[src/rtl/button_event_decoder.sv]
// Turns a debounced switch level into press, release, click, long-press and auto-repeat pulses.
// Every event output is a registered single-cycle pulse; o_Held is a registered level.
module button_event_decoder #(
  parameter int unsigned LONG_LIMIT    = 25000000,
  parameter int unsigned REPEAT_PERIOD = 5000000
) (
  input  logic i_Clk,
  input  logic i_Rst,
  input  logic i_Switch,
  output logic o_Press,
  output logic o_Release,
  output logic o_Click,
  output logic o_Long,
  output logic o_Repeat,
  output logic o_Held
);

  localparam int unsigned MaxCount = (LONG_LIMIT > REPEAT_PERIOD) ? LONG_LIMIT : REPEAT_PERIOD;
  localparam int unsigned CntW     = $clog2(MaxCount);
  localparam logic [CntW-1:0] LongLast   = CntW'(LONG_LIMIT - 1);
  localparam logic [CntW-1:0] RepeatLast = CntW'(REPEAT_PERIOD - 1);

  typedef enum logic [1:0] {StIdle, StHeld, StRepeat} state_e;

  state_e          state_q;
  logic            prev_q;
  logic [CntW-1:0] count_q;
  logic            press_q, release_q, click_q, long_q, repeat_q, held_q;
  logic            rise, fall;

  assign rise = i_Switch & ~prev_q;
  assign fall = ~i_Switch & prev_q;

  always_ff @(posedge i_Clk or posedge i_Rst) begin
    if (i_Rst) begin
      state_q   <= StIdle;
      prev_q    <= 1'b0;
      count_q   <= '0;
      press_q   <= 1'b0;
      release_q <= 1'b0;
      click_q   <= 1'b0;
      long_q    <= 1'b0;
      repeat_q  <= 1'b0;
      held_q    <= 1'b0;
    end else begin
      prev_q    <= i_Switch;
      press_q   <= 1'b0;
      release_q <= 1'b0;
      click_q   <= 1'b0;
      long_q    <= 1'b0;
      repeat_q  <= 1'b0;
      unique case (state_q)
        StIdle: begin
          if (rise) begin
            state_q <= StHeld;
            count_q <= '0;
            press_q <= 1'b1;
            held_q  <= 1'b1;
          end
        end
        StHeld: begin
          // A release on the terminal-count edge wins: click, never long.
          if (fall) begin
            state_q   <= StIdle;
            release_q <= 1'b1;
            click_q   <= 1'b1;
            held_q    <= 1'b0;
          end else if (count_q == LongLast) begin
            state_q <= StRepeat;
            count_q <= '0;
            long_q  <= 1'b1;
          end else begin
            count_q <= count_q + 1'b1;
          end
        end
        StRepeat: begin
          if (fall) begin
            state_q   <= StIdle;
            release_q <= 1'b1;
            held_q    <= 1'b0;
          end else if (count_q == RepeatLast) begin
            count_q  <= '0;
            repeat_q <= 1'b1;
          end else begin
            count_q <= count_q + 1'b1;
          end
        end
        default: state_q <= StIdle;
      endcase
    end
  end

  assign o_Press   = press_q;
  assign o_Release = release_q;
  assign o_Click   = click_q;
  assign o_Long    = long_q;
  assign o_Repeat  = repeat_q;
  assign o_Held    = held_q;

endmodule

[config.mk]
export PLATFORM = sky130hd
export DESIGN_NAME = button_event_decoder
export DESIGN_NICKNAME = d
export VERILOG_FILES = /design/src/rtl/button_event_decoder.sv
export SDC_FILE = /design/constraint.sdc
export NUM_CORES = 1
export LEC_CHECK = 0
export CAP_MARGIN = 20
export CORE_UTILIZATION = 59
export DETAILED_ROUTE_END_ITERATION = 8
export PLACE_DENSITY = 0.86
export SYNTH_ARGS = -nofsm -noshare
export SYNTH_HDL_FRONTEND = slang
export SYNTH_SLANG_ARGS = --single-unit
[constraint.sdc]
create_clock -name i_Clk -period 2.5 [get_ports i_Clk]
set_input_delay 0.375 -clock i_Clk [delete_from_list [all_inputs] [get_ports i_Clk]]
set_output_delay 0.375 -clock i_Clk [all_outputs]
set_load 0.01 [all_outputs]
# Word-level counts from Yosys, hierarchy flattened
# Cells that the tools add are included.
# word_totals
register_bits,34
in_bits,3
out_inout_bits,6
wordCells,56
# op_classes
n_addsub,1
n_eq_ne,10
muxes,25
n_bitwise,4
reduce_logical,7
# op_table
operator,count
two-way mux 25 bit,5
case mux 25 bit (3 select lines),1
adder 25 x 1 -> 25 bit (second input constant),1
equality test 25 x 23 -> 1 bit (second input constant),1
equality test 25 bit (second input constant),1
two-way mux 1 bit,13
two-way mux 2 bit,4
inequality test 2 bit (second input constant),4
case mux 2 bit (3 select lines),1
AND reduction 3 bit,2
AND reduction 4 bit,1
inequality test 3 bit (second input constant),1
nonzero test 3 bit,1
AND 1 bit,2
equality test 2 x 1 -> 1 bit (second input constant),1
equality test 2 bit (second input constant),1
logical NOT 2 bit,1
inequality test 2 x 1 -> 1 bit (second input constant),1
NOT 1 bit,2
case mux 1 bit (2 select lines),1
nonzero test 2 bit,1
OR reduction 2 bit,1

# Longest topological paths before layout
# Gate-level depths: netlist of run 1.
# depth
depth_word,4
mapped_depth,9
ltp_nobuf,8

# Worst setup path before layout of run 1
# Ideal clock, no wire load.
# synth_timing
path_type,register -> register
startpoint,register state_q[0]
endpoint,register count_q[18]
setup_time_ps,130
arrival_time_ps,2022
required_time_ps,2370
setup_slack_ps,348
stages_incl_launch_ff,10
n_path_buf,1
period_less_slack_ps,2152
path_cell_list,dfrtp_1 -> inv_1 -> ha_1 -> or2_1 -> a221o_1 -> buf_6 -> or3_4 -> nor2b_2 -> xnor2_1 -> nor2_1
# synth_via
elab_chain_cells,3
word_cells_on_any_way,9
# synth_lines
item,line_no,rtl
"start, declared",25,state_e state_q;
"start signal, assigned",36,state_q <= StIdle;
"start signal, assigned",55,state_q <= StHeld;
"start signal, assigned",64,state_q <= StIdle;
equality test 2 x 1 -> 1 bit (tied with other cells),52,unique case (state_q)
inequality test 2 bit (no line) / nonzero test 3 bit (equally long branches),n/a,
AND reduction 4 bit (no line),n/a,
"end signal, assigned",73,count_q <= count_q + 1'b1;
"end signal, assigned",85,count_q <= count_q + 1'b1;
"end, declared",27,logic [CntW-1:0] count_q;
# Parallel ways exist; a longest one is shown, timed or not.
# A chain may end at the register's enable or synchronous reset.

# Worst setup path in the final report of run 1
# layout_timing
startpoint,register state_q[0]
endpoint,register count_q[23]
# Same word-level chain as after synthesis.

==> out/results.md, run 1 <==
| Quantity | Reported | Unit |
|---|---|---|
| Result of the run | complete, but fails checks | - |
| Violations in the final reports | design-rule violations | - |
| Boundary Pins | 9 | - |
| Total die area | 3365 | sq um |
| Clock Pin Slew Worst Setup and Hold Paths | 0.11 | ns |
| First-pass GRT wire length | 7.079 | mm |
| Die span in x | 58.01 | microns |
| Slew @ Worst Pin | 0.4460 | ns |
| Number of buffers added by the clock tree synthesis step | 5 | - |
| Cell area power density | 679.3 | nW/um^2 |
| Count of routing violations after the opening detailed-route iteration | 87 | - |
| Final core utilization | 72.59 | % |
| Max Cap Violations | 0 | - |
| Die Height | 58.01 | microns |
| Clock network fraction of design power | 23.6 | % |
| Class of the most critical hold timing path | input pin to asynchronous set/reset pin | - |
| Tightest slew margin relative to the limit | 70.27 | % |
| Post-route total power | 1.407 | mW |
| Global-route usage over all layers | 27.75 | % |
| Most common cell after layout, fill and taps aside | sky130_fd_sc_hd__dfrtp_1 | - |
| Fraction of the yosys area taken by sequential cells | 45.98 | % |
| Aggregate negative setup slack | 0 | ns |
| Clock insertion delay at the later pin of the skew report | 0.35 | ns |
| Sequential fraction of design power | 42.9 | % |
| Leakage | 0.9155 | nW |
| Data arrival time of the critical path | 2.62 | ns |
| Largest delay contributor family on the critical path | simple AND/OR/NAND/NOR gates | - |
| Unique masters post-synth | 44 | - |
| Via count normalized by instance count | 6.452 | - |
| TritonCTS clock tree | built | - |
| Final weighted congestion of routability-driven global placement | 0.8908 | - |
| Total count of hold-check failures in the final report | 0 | - |
| Maximum number of pins on one net before global-route repair | 35 | - |
| Synth-to-Final Area Change | 11.90 | % |
| Number of nets in the synthesized netlist | 205 | - |
| Count of pins over their slew limit | 0 | - |
| Average wire per standard cell | 16.13 | microns |
| Maximum clock frequency | 0.4168 | GHz |
| Cell row count | 19 | - |
| R2R Path End | count_q[23]$_DFFE_PP0P_ | - |
| Layout Skew | 0.01219 | ns |
| Final HPWL from detailed placement | 2.881 | mm |
| Average cell area after synthesis | 9.394 | sq um |
| Element type at the critical path end | register | - |
| Count of clock tree sinks | 34 | - |
| Placed insts | 240 | - |
| Yosys Warn Count | 0 | - |
| Power dissipated by switching net loads | 0.5105 | mW |
| List of cells traversed by the critical path | inv_1, ha_1, or2_1, a221o_1, nor4_4, nand4_1, xor2_1, nor2_1 | - |
| Critical Path Max Stage Delay | 0.44 | ns |
| Final routed wirelength across all metal layers | 4.001 | mm |
| Required time of the worst setup path | 2.72 | ns |
| Post-route cell area | 2071 | sq um |
| Combinational fraction of design power | 33.5 | % |
| Peak fanout along the critical path | 5 | - |
| Final worst path period share | 95.97 | % |
| Starting density of the core | 64.87 | % |
| Number of register bits inferred by synthesis | 34 | - |
| WS Path Type | register to register | - |
| Nets | 224 | - |
| Antenna Diode Count | 0 | - |
| Critical register-to-register path startpoint | state_q[0]$_DFFE_PP0P_ | - |
| Number of instances in the synthesized netlist | 197 | - |
| Deepest level of the CTS H-tree | 2 | - |
| Cell at the slowest stage of the critical path | sky130_fd_sc_hd__dfrtp_1 | - |
| Vias in the first global route | 1656 | - |
| Logic depth of the worst register-to-register path | 8 | - |
| Combined buffer and inverter count along the critical path | 1 | - |
| Fraction of layout cells with a size suffix above 1 | 11.52 | % |
| Detailed-router iteration count before antenna repair | 8 | - |
| Core footprint | 2853 | sq um |
| Net switching fraction of the power | 36.30 | % |
| Cell chosen for the clock root | sky130_fd_sc_hd__clkbuf_4 | - |
| Worst reg-to-reg setup slack | 0.10 | ns |
| Internal Pwr Total | 0.8960 | mW |
| Unrepaired setup endpoints after global routing | no | - |
| Post-synthesis instance area | 1851 | sq um |
| Leading cell types in the layout, fill and taps excluded | 34 x sky130_fd_sc_hd__dfrtp_1, 22 x sky130_fd_sc_hd__nand2_1, 21 x sky130_fd_sc_hd__nor2_1 | - |
| Type of origin of the critical path | register | - |
| Bufs on Longest Clock Path | 2 | - |
| Final critical delay including setup and external delays | 2.399 | ns |
| Fill cells | 207 | - |
| Count of port buffers added during placement | 8 | - |
| Remaining antenna violation count after routing | 0 | - |
| Antenna violations before repair | 0 | - |
| Final setup vio count | 0 | - |
| Area after DPL | 2002 | sq um |
| GRT Residual Overflow | 0 | - |
| Total via count in the routed design | 1600 | - |
| Remaining design rule violation count | 1 | - |
| IR Drop Worst-Case VDD | 0.3917 | mV |
| Number of cells in the finished layout apart from fillers | 248 | - |
registers in the layout, summed over array words and instances (netlist names):
name / cells
count_q: 25
o_Click: 1
o_Held: 1
o_Long: 1
o_Press: 1
o_Release: 1
o_Repeat: 1
prev_q: 1
state_q: 2
per-stage QoR:
| step | hold slack [ns] | setup WS [ns] |
|---|---|---|
| 6_report | 0.4191 | 0.1006 |
| 5_1_grt | 0.4519 | 0.02468 |
| 4_1_cts | 0.4447 | 0.1289 |
| 3_5_place_dp | 0.5058 | 0.09245 |
| 3_3_place_gp | 0.4796 | 0.1925 |
| 2_1_floorplan | 0.4064 | 0.3481 |
worst max-delay path by stage:
stage | start | end | depth (start not counted)
after global placement | i_Switch | count_q[16]$_DFFE_PP0P_ | 7
after detailed placement | i_Switch | count_q[23]$_DFFE_PP0P_ | 7
final | state_q[0]$_DFFE_PP0P_ | count_q[23]$_DFFE_PP0P_ | 8
after floorplan | state_q[0]$_DFFE_PP0P_ | count_q[18]$_DFFE_PP0P_ | 9
after CTS | state_q[0]$_DFFE_PP0P_ | count_q[23]$_DFFE_PP0P_ | 8
after global routing | state_q[0]$_DFFE_PP0P_ | count_q[17]$_DFFE_PP0P_ | 8
power groups by stage:
stage,registers [mW],logic (mW),clock network (mW)
after floorplan,0.615,0.312,0
after global placement,0.612,0.447,0
after detailed placement,0.615,0.464,0
after CTS,0.604,0.466,0.332
after global routing,0.607,0.525,0.353
final,0.604,0.471,0.332
cells in the mapped netlist (all sizes together):
library cell  instances  area (sq um)
o311ai                3         26.28
a31oi                 2         12.51
xnor2                 3         26.28
nand2b                3         18.77
clkbuf                1         3.750
and3                  1         6.260
o22ai                 1         6.260
o41ai                 1         8.760
nor2                 24         97.60
or2                   2         12.52
nor2b                 4         27.53
a221oi                1         8.760
nand2                23         86.33
nand4                 5         31.28
buf                   2         16.26
xor2                  6         52.55
nor4b                 1         8.760
mux2                  1         11.26
a221o                 1         10.01
nor4                  3         33.78
a21o                  6         45.04
or3                   2         17.52
inv                   7         26.28
ha                    5         62.56
and2                  3         18.77
and4b                 1         10.01
nand3                14         70.07
nor4bb                2         20.02
nor3                  4         20.02
a211oi                2         15.01
a21oi                 6         33.78
nand3b                1         7.510
dfrtp                34         850.8
a22o                  6         52.55
and4                  4         35.03
o21ai                12         60.05
metal layers:
metal  part of all wire, %  GRT usage (%)  vias up
met4                   2.3          13.61        0
li1                      -              -      757
met5                     0              0        -
met1                    42          33.53      772
met3                   4.8          5.134       11
met2                    51          47.62       60
cell families after synthesis:
family                     share of synthesized area (%)
muxes                                             0.6085
and+or+nand+nor                                    28.20
DFF                                                45.98
buffers and inverters                              2.501
adders and majority gates                          3.381
xor gates and xnor gates                           4.260
AOI/OAI and AO/OA                                  15.08
cell type report:
cell class / count / area (sq um) / share of cell area [%]
tap: 31 / 38.79 / 1.873
clock buffer: 7 / 55.05 / 2.659
sequential: 34 / 850.8 / 41.09
timing repair buffer: 15 / 132.6 / 6.405
multi-input combinational: 153 / 962.2 / 46.47
clock inverter: 1 / 5.005 / 0.2417
inverter: 7 / 26.28 / 1.269
what timing repair did:
action | 4_1_cts | 5_1_grt
endpoints found under the setup margin | 0 | 10
hold buffers | 0 | 0
setup buffers | 0 | 0
gates resized for setup | 0 | 2
worst register-to-register path: cells and delay by family (launching register included):
family                     cells  cell delay, ns
and+or+nand+nor                4            0.89
adders and majority gates      1            0.25
buffers and inverters          1            0.10
AOI/OAI and AO/OA              1            0.44
xor gates and xnor gates       1            0.17
DFF                            1            0.44
Note: power is estimated with default switching activity, not from simulation.
==> inputs of run 2 (changes only) <==
- CORE_MARGIN: default -> 2
- CORE_UTILIZATION: 59 -> 55
- PLACE_DENSITY: 0.86 -> 0.82
==> run 2 against run 1 <==
First-iteration DRC count is 20% higher. Register-to-register slack improved by 0.11 ns. Critical path depth is the same. Global-route usage shrank 3.9 points. Sequential cell count unchanged. Sequential share of layout area hardly changed. The flow now finishes without violations. Core utilization shrank 9.5 points. Sequential power is essentially flat. Fmax up 5.0%.
==> out/results.md, run 2 (synthesis results as in run 1) <==
| Quantity | Reported | Unit |
|---|---|---|
| Result of the run | finished clean | - |
| Total die area | 3845 | sq um |
| Number of cells in the finished layout apart from fillers | 262 | - |
| Synth-to-Final Area Change | 12.04 | % |
| Die Height | 62.01 | microns |
| Global-route usage over all layers | 23.84 | % |
| Cell row count | 21 | - |
| Clock insertion delay at the later pin of the skew report | 0.33 | ns |
| Remaining antenna violation count after routing | 0 | - |
| Fraction of layout cells with a size suffix above 1 | 10.19 | % |
| Deepest level of the CTS H-tree | 2 | - |
| Total count of hold-check failures in the final report | 0 | - |
| GRT Residual Overflow | 0 | - |
| Post-cts gate resize count | 0 | - |
| Clock network fraction of design power | 23.1 | % |
| Die span in x | 62.01 | microns |
| Slew @ Worst Pin | 0.4319 | ns |
| Starting density of the core | 56.34 | % |
| Post-placement worst setup slack | 0.1444 | ns |
| Worst reg-to-reg setup slack | 0.21 | ns |
| Leading cell types in the layout, fill and taps excluded | 34 x sky130_fd_sc_hd__dfrtp_1, 23 x sky130_fd_sc_hd__nand2_1, 21 x sky130_fd_sc_hd__nor2_1 | - |
| Count of clock tree sinks | 34 | - |
| Final routed wirelength across all metal layers | 3.837 | mm |
| Maximum clock frequency | 0.4374 | GHz |
| Boundary Pins | 9 | - |
| Average wire per standard cell | 14.65 | microns |
| List of cells traversed by the critical path | inv_1, ha_1, or2_1, a221o_1, nor4_4, nand3_1, xor2_1, nor2_1 | - |
| Maximum number of pins on one net before global-route repair | 35 | - |
| Max Cap Violations | 0 | - |
| Critical Path Max Stage Delay | 0.41 | ns |
| Unrepaired setup endpoints after global routing | no | - |
| Antenna Diode Count | 0 | - |
| Count of port buffers added during placement | 8 | - |
| Nets | 223 | - |
| Power dissipated by switching net loads | 0.4887 | mW |
| Remaining design rule violation count | 0 | - |
| Total via count in the routed design | 1531 | - |
| Min setup slack post-route | 0.2140 | ns |
| Cell area power density | 663.0 | nW/um^2 |
| Placed insts | 254 | - |
| Final setup vio count | 0 | - |
| Combinational fraction of design power | 33.1 | % |
| Bufs on Longest Clock Path | 2 | - |
| Internal Pwr Total | 0.8859 | mW |
| Number of buffers added by the clock tree synthesis step | 5 | - |
| Element type at the critical path end | register | - |
| Flip-flop count of the largest register after layout | 25 | - |
| Vias in the first global route | 1474 | - |
| Peak fanout along the critical path | 5 | - |
| Sequential fraction of design power | 43.8 | % |
| Data arrival time of the critical path | 2.50 | ns |
| Layout Skew | 0.007463 | ns |
| Type of origin of the critical path | register | - |
| WS Path Type | register to register | - |
| Final critical delay including setup and external delays | 2.286 | ns |
| Buffer count from post-CTS setup fixing | 0 | - |
| IR Drop Worst-Case VDD | 0.2598 | mV |
| Leakage | 0.9077 | nW |
| Clock Pin Slew Worst Setup and Hold Paths | 0.11 | ns |
| Count of routing violations after the opening detailed-route iteration | 104 | - |
| Required time of the worst setup path | 2.71 | ns |
| Via count normalized by instance count | 5.844 | - |
| Count of pins over their slew limit | 0 | - |
| First-pass GRT wire length | 6.789 | mm |
| Most common cell after layout, fill and taps aside | sky130_fd_sc_hd__dfrtp_1 | - |
| Final-layout worst hold slack | 0.4269 | ns |
| Post-route total power | 1.375 | mW |
| Cell chosen for the clock root | sky130_fd_sc_hd__clkbuf_4 | - |
| Post-CTS Hold Fix Bufs | 0 | - |
| Register bank with the most flops | count_q | - |
| Detailed-router iteration count before antenna repair | 4 | - |
| TritonCTS clock tree | built | - |
| Final worst path period share | 91.44 | % |
| Class of the most critical hold timing path | input pin to asynchronous set/reset pin | - |
| Core footprint | 3284 | sq um |
| Net switching fraction of the power | 35.55 | % |
| Cell at the slowest stage of the critical path | sky130_fd_sc_hd__dfrtp_1 | - |
| Aggregate negative setup slack | 0 | ns |
| Final weighted congestion of routability-driven global placement | 0.8689 | - |
| Tightest slew margin relative to the limit | 71.21 | % |
| Antenna violations before repair | 0 | - |
| Leading registers by flop count | count_q x25, state_q x2 | - |
| Final HPWL from detailed placement | 2.732 | mm |
==> run 2: cell types whose count changed in the layout (fill, tap and decap cells not counted) <==
cell	delta
sky130_fd_sc_hd__nor4b_2	-1
sky130_fd_sc_hd__nand2_1	+1
sky130_fd_sc_hd__nand2_2	-1
sky130_fd_sc_hd__buf_4	-1
sky130_fd_sc_hd__nor4b_1	+1
==> run 2: cell type report <==
class | count | area, sq um
flip-flops and latches | 34 | 850.8
clock buffers | 7 | 55.05
inverters | 7 | 26.28
repair buffers | 14 | 125.1
well taps | 46 | 57.56
fillers | 271 | 1211
multi-input cells | 153 | 953.4
clock inverters | 1 | 5.005
==> run 2: worst max-delay path, delay by kind of cell, from the launching register on <==
family                     cells  cell delay [ns]
DFF                            1             0.41
and+or+nand+nor                4             0.87
xor gates and xnor gates       1             0.17
buffers and inverters          1             0.08
AOI/OAI and AO/OA              1             0.40
adders and majority gates      1             0.24
==> run 2: path summary, 6_finish.rpt <==
| check | to | start | depth (start not counted) |
|---|---|---|---|
| min in group i_Clk | count_q[1]$_DFFE_PP0P_ | count_q[1]$_DFFE_PP0P_ | 2 |
| setup reg to reg | count_q[21]$_DFFE_PP0P_ | state_q[0]$_DFFE_PP0P_ | 8 |
| max in group asynchronous | count_q[9]$_DFFE_PP0P_ | i_Rst | 3 |
| hold / removal | count_q[19]$_DFFE_PP0P_ | i_Rst | 3 |
| setup / recovery | count_q[21]$_DFFE_PP0P_ | state_q[0]$_DFFE_PP0P_ | 8 |
| hold reg to reg | count_q[1]$_DFFE_PP0P_ | count_q[1]$_DFFE_PP0P_ | 2 |
==> run 2: metal layers <==
layer	GRT usage (%)	vias up	routed length [microns]
met5	0	-	0
met4	8.815	0	55
met3	5.383	6	207
met2	38.10	42	1864
met1	31.59	734	1710
li1	-	749	-
==> run 2: power groups by stage <==
stage | Sequential (mW) | Clock (mW) | Combinational (mW)
floorplan | 0.615 | 0 | 0.312
global route | 0.608 | 0.356 | 0.509
finish | 0.602 | 0.318 | 0.455
CTS | 0.602 | 0.327 | 0.454
detailed placement | 0.613 | 0 | 0.453
global placement | 0.612 | 0 | 0.442
==> run 2: metrics by stage <==
stage	utilization (%)	cell area, sq um
after floorplan	-	1851
after global placement	61.30	2013
after detailed placement	61.30	2013
after CTS	63.12	2073
after global routing	63.12	2073
final	63.12	2073
==> inputs of run 3 (changes only) <==
- CORE_ASPECT_RATIO: default -> 0.9
==> run 3 against run 2 <==
Total power is 7.0% higher. Critical path type unchanged. Die area hardly changed. Cell count is 1.9% lower. Largest cell class unchanged. Via count grew 0.91%. Setup slack worse by 0.049 ns. Critical endpoint is now count_q[5]$_DFFE_PP0P_. Core utilization rose by 3.5 points. Routed wire length increased by 2.5%. Count of clock-buffer cells in the layout did not move. Sequential power barely moved. Global-route usage shrank 0.17 points. Clock skew decreased by 0.0023 ns. Non-clock buffer count is 1 lower.
==> out/results.md, run 3 (synthesis results as in run 1) <==
| Quantity | Reported | Unit |
|---|---|---|
| Result of the run | finished clean | - |
| Post-route total power | 1.471 | mW |
| Cell area power density | 703.0 | nW/um^2 |
| Nets | 222 | - |
| Count of clock tree sinks | 34 | - |
| Clock insertion delay at the later pin of the skew report | 0.29 | ns |
| GRT Residual Overflow | 0 | - |
| Register bank with the most flops | count_q | - |
| Aggregate negative setup slack | 0 | ns |
| Synth-to-Final Area Change | 13.05 | % |
| Post-cts gate resize count | 0 | - |
| Fraction of layout cells with a size suffix above 1 | 9.767 | % |
| Count of routing violations after the opening detailed-route iteration | 99 | - |
| Post-placement worst setup slack | 0.1399 | ns |
| Average wire per standard cell | 15.30 | microns |
| Most common cell after layout, fill and taps aside | sky130_fd_sc_hd__dfrtp_1 | - |
| Bufs on Longest Clock Path | 2 | - |
| Final critical delay including setup and external delays | 2.335 | ns |
| Die span in x | 65.14 | microns |
| Type of origin of the critical path | register | - |
| Detailed-router iteration count before antenna repair | 4 | - |
| Antenna Diode Count | 0 | - |
| Leading registers by flop count | count_q x25, state_q x2 | - |
| Final setup vio count | 0 | - |
| Element type at the critical path end | register | - |
| Post-CTS Hold Fix Bufs | 0 | - |
| Deepest level of the CTS H-tree | 2 | - |
| Core footprint | 3138 | sq um |
| Die Height | 59.03 | microns |
| Total via count in the routed design | 1545 | - |
| Buffer count from post-CTS setup fixing | 0 | - |
| First-pass GRT wire length | 6.837 | mm |
| Cell row count | 19 | - |
| Boundary Pins | 9 | - |
| Antenna violations before repair | 0 | - |
| Starting density of the core | 58.97 | % |
| Layout Skew | 0.005200 | ns |
| Post-route cell area | 2092 | sq um |
| Final weighted congestion of routability-driven global placement | 0.8587 | - |
| Data arrival time of the critical path | 2.52 | ns |
| Remaining design rule violation count | 0 | - |
| Final routed wirelength across all metal layers | 3.933 | mm |
| Maximum number of pins on one net before global-route repair | 22 | - |
| Total count of hold-check failures in the final report | 0 | - |
| Clock Pin Slew Worst Setup and Hold Paths | 0.07 | ns |
| Min setup slack post-route | 0.1647 | ns |
| Final-layout worst hold slack | 0.4091 | ns |
| Max Cap Violations | 0 | - |
| Number of buffers added by the clock tree synthesis step | 5 | - |
| Count of port buffers added during placement | 8 | - |
| Peak fanout along the critical path | 18 | - |
| Required time of the worst setup path | 2.68 | ns |
| Global-route usage over all layers | 23.66 | % |
| Area after DPL | 2001 | sq um |
| Slew @ Worst Pin | 0.5008 | ns |
| Total die area | 3845 | sq um |
| IR Drop Worst-Case VDD | 0.4299 | mV |
| Leakage | 0.9154 | nW |
| Leading cell types in the layout, fill and taps excluded | 34 x sky130_fd_sc_hd__dfrtp_1, 23 x sky130_fd_sc_hd__nand2_1, 21 x sky130_fd_sc_hd__nor2_1 | - |
| Vias in the first global route | 1509 | - |
| Final worst path period share | 93.41 | % |
| Tightest slew margin relative to the limit | 66.58 | % |
| WS Path Type | register to register | - |
| Via count normalized by instance count | 6.012 | - |
| Class of the most critical hold timing path | input pin to asynchronous set/reset pin | - |
| Final HPWL from detailed placement | 2.823 | mm |
| Unrepaired setup endpoints after global routing | no | - |
| Cell chosen for the clock root | sky130_fd_sc_hd__clkbuf_8 | - |
| TritonCTS clock tree | built | - |
| Remaining antenna violation count after routing | 0 | - |
| Count of pins over their slew limit | 0 | - |
| Maximum clock frequency | 0.4282 | GHz |
| Flip-flop count of the largest register after layout | 25 | - |
run 3: cell types whose count changed in the layout (fill, tap and decap cells not counted), sizes merged:
| cell | delta |
|---|---|
| buf | -1 |
run 3: worst max-delay path: stages, from the launching register on:
cell,delay (ns)
sky130_fd_sc_hd__dfrtp_1,0.41
sky130_fd_sc_hd__ha_1,0.26
sky130_fd_sc_hd__and4_1,0.25
sky130_fd_sc_hd__nand4_1,0.15
sky130_fd_sc_hd__o21ai_1,0.16
sky130_fd_sc_hd__a21oi_2,0.16
sky130_fd_sc_hd__buf_4,0.23
sky130_fd_sc_hd__nand2_1,0.24
sky130_fd_sc_hd__o41ai_1,0.36
run 3: metrics by stage:
| stage | std cells | util (%) |
|---|---|---|
| global route | 257 | 66.67 |
| global placement | 249 | 63.76 |
| CTS | 257 | 66.67 |
| detailed placement | 249 | 63.76 |
| floorplan | 197 | - |
| finish | 257 | 66.67 |
run 3: worst paths after layout:
kind	startpoint	to	slack, ns	depth (start not counted)
max reg2reg	count_q[0]$_DFFE_PP0P_	count_q[5]$_DFFE_PP0P_	0.16	8
max	count_q[0]$_DFFE_PP0P_	count_q[5]$_DFFE_PP0P_	0.16	8
min in group i_Clk	count_q[1]$_DFFE_PP0P_	count_q[1]$_DFFE_PP0P_	0.52	2
max in group asynchronous	i_Rst	count_q[9]$_DFFE_PP0P_	1.43	3
min reg2reg	count_q[1]$_DFFE_PP0P_	count_q[1]$_DFFE_PP0P_	0.52	2
min	i_Rst	count_q[20]$_DFFE_PP0P_	0.41	2
run 3: power by group:
group          internal [mW]  total [mW]  leakage [nW]  switching [mW]
logic                  0.162       0.447         0.403           0.285
registers              0.580       0.604         0.464          0.0242
clock network          0.222       0.419        0.0482           0.197
total                  0.964        1.47         0.915           0.507
run 3: layer usage:
metal  routed length, microns  track usage [%]  share of wire (%)
met1                     1804            30.88                 46
met2                     1897            37.56                 48
met3                      158            7.414                4.0
met4                       72            8.929                1.8
met5                        0                0                  0
run 3: layout make-up:
cell class | instances | area [sq um]
Tap cell | 42 | 52.55
Inverter | 7 | 26.28
Multi-Input combinational cell | 153 | 953.4
Timing Repair Buffer | 13 | 117.6
Sequential cell | 34 | 850.8
Fill cell | 255 | 1046
Clock inverter | 1 | 5.005
Clock buffer | 7 | 86.33
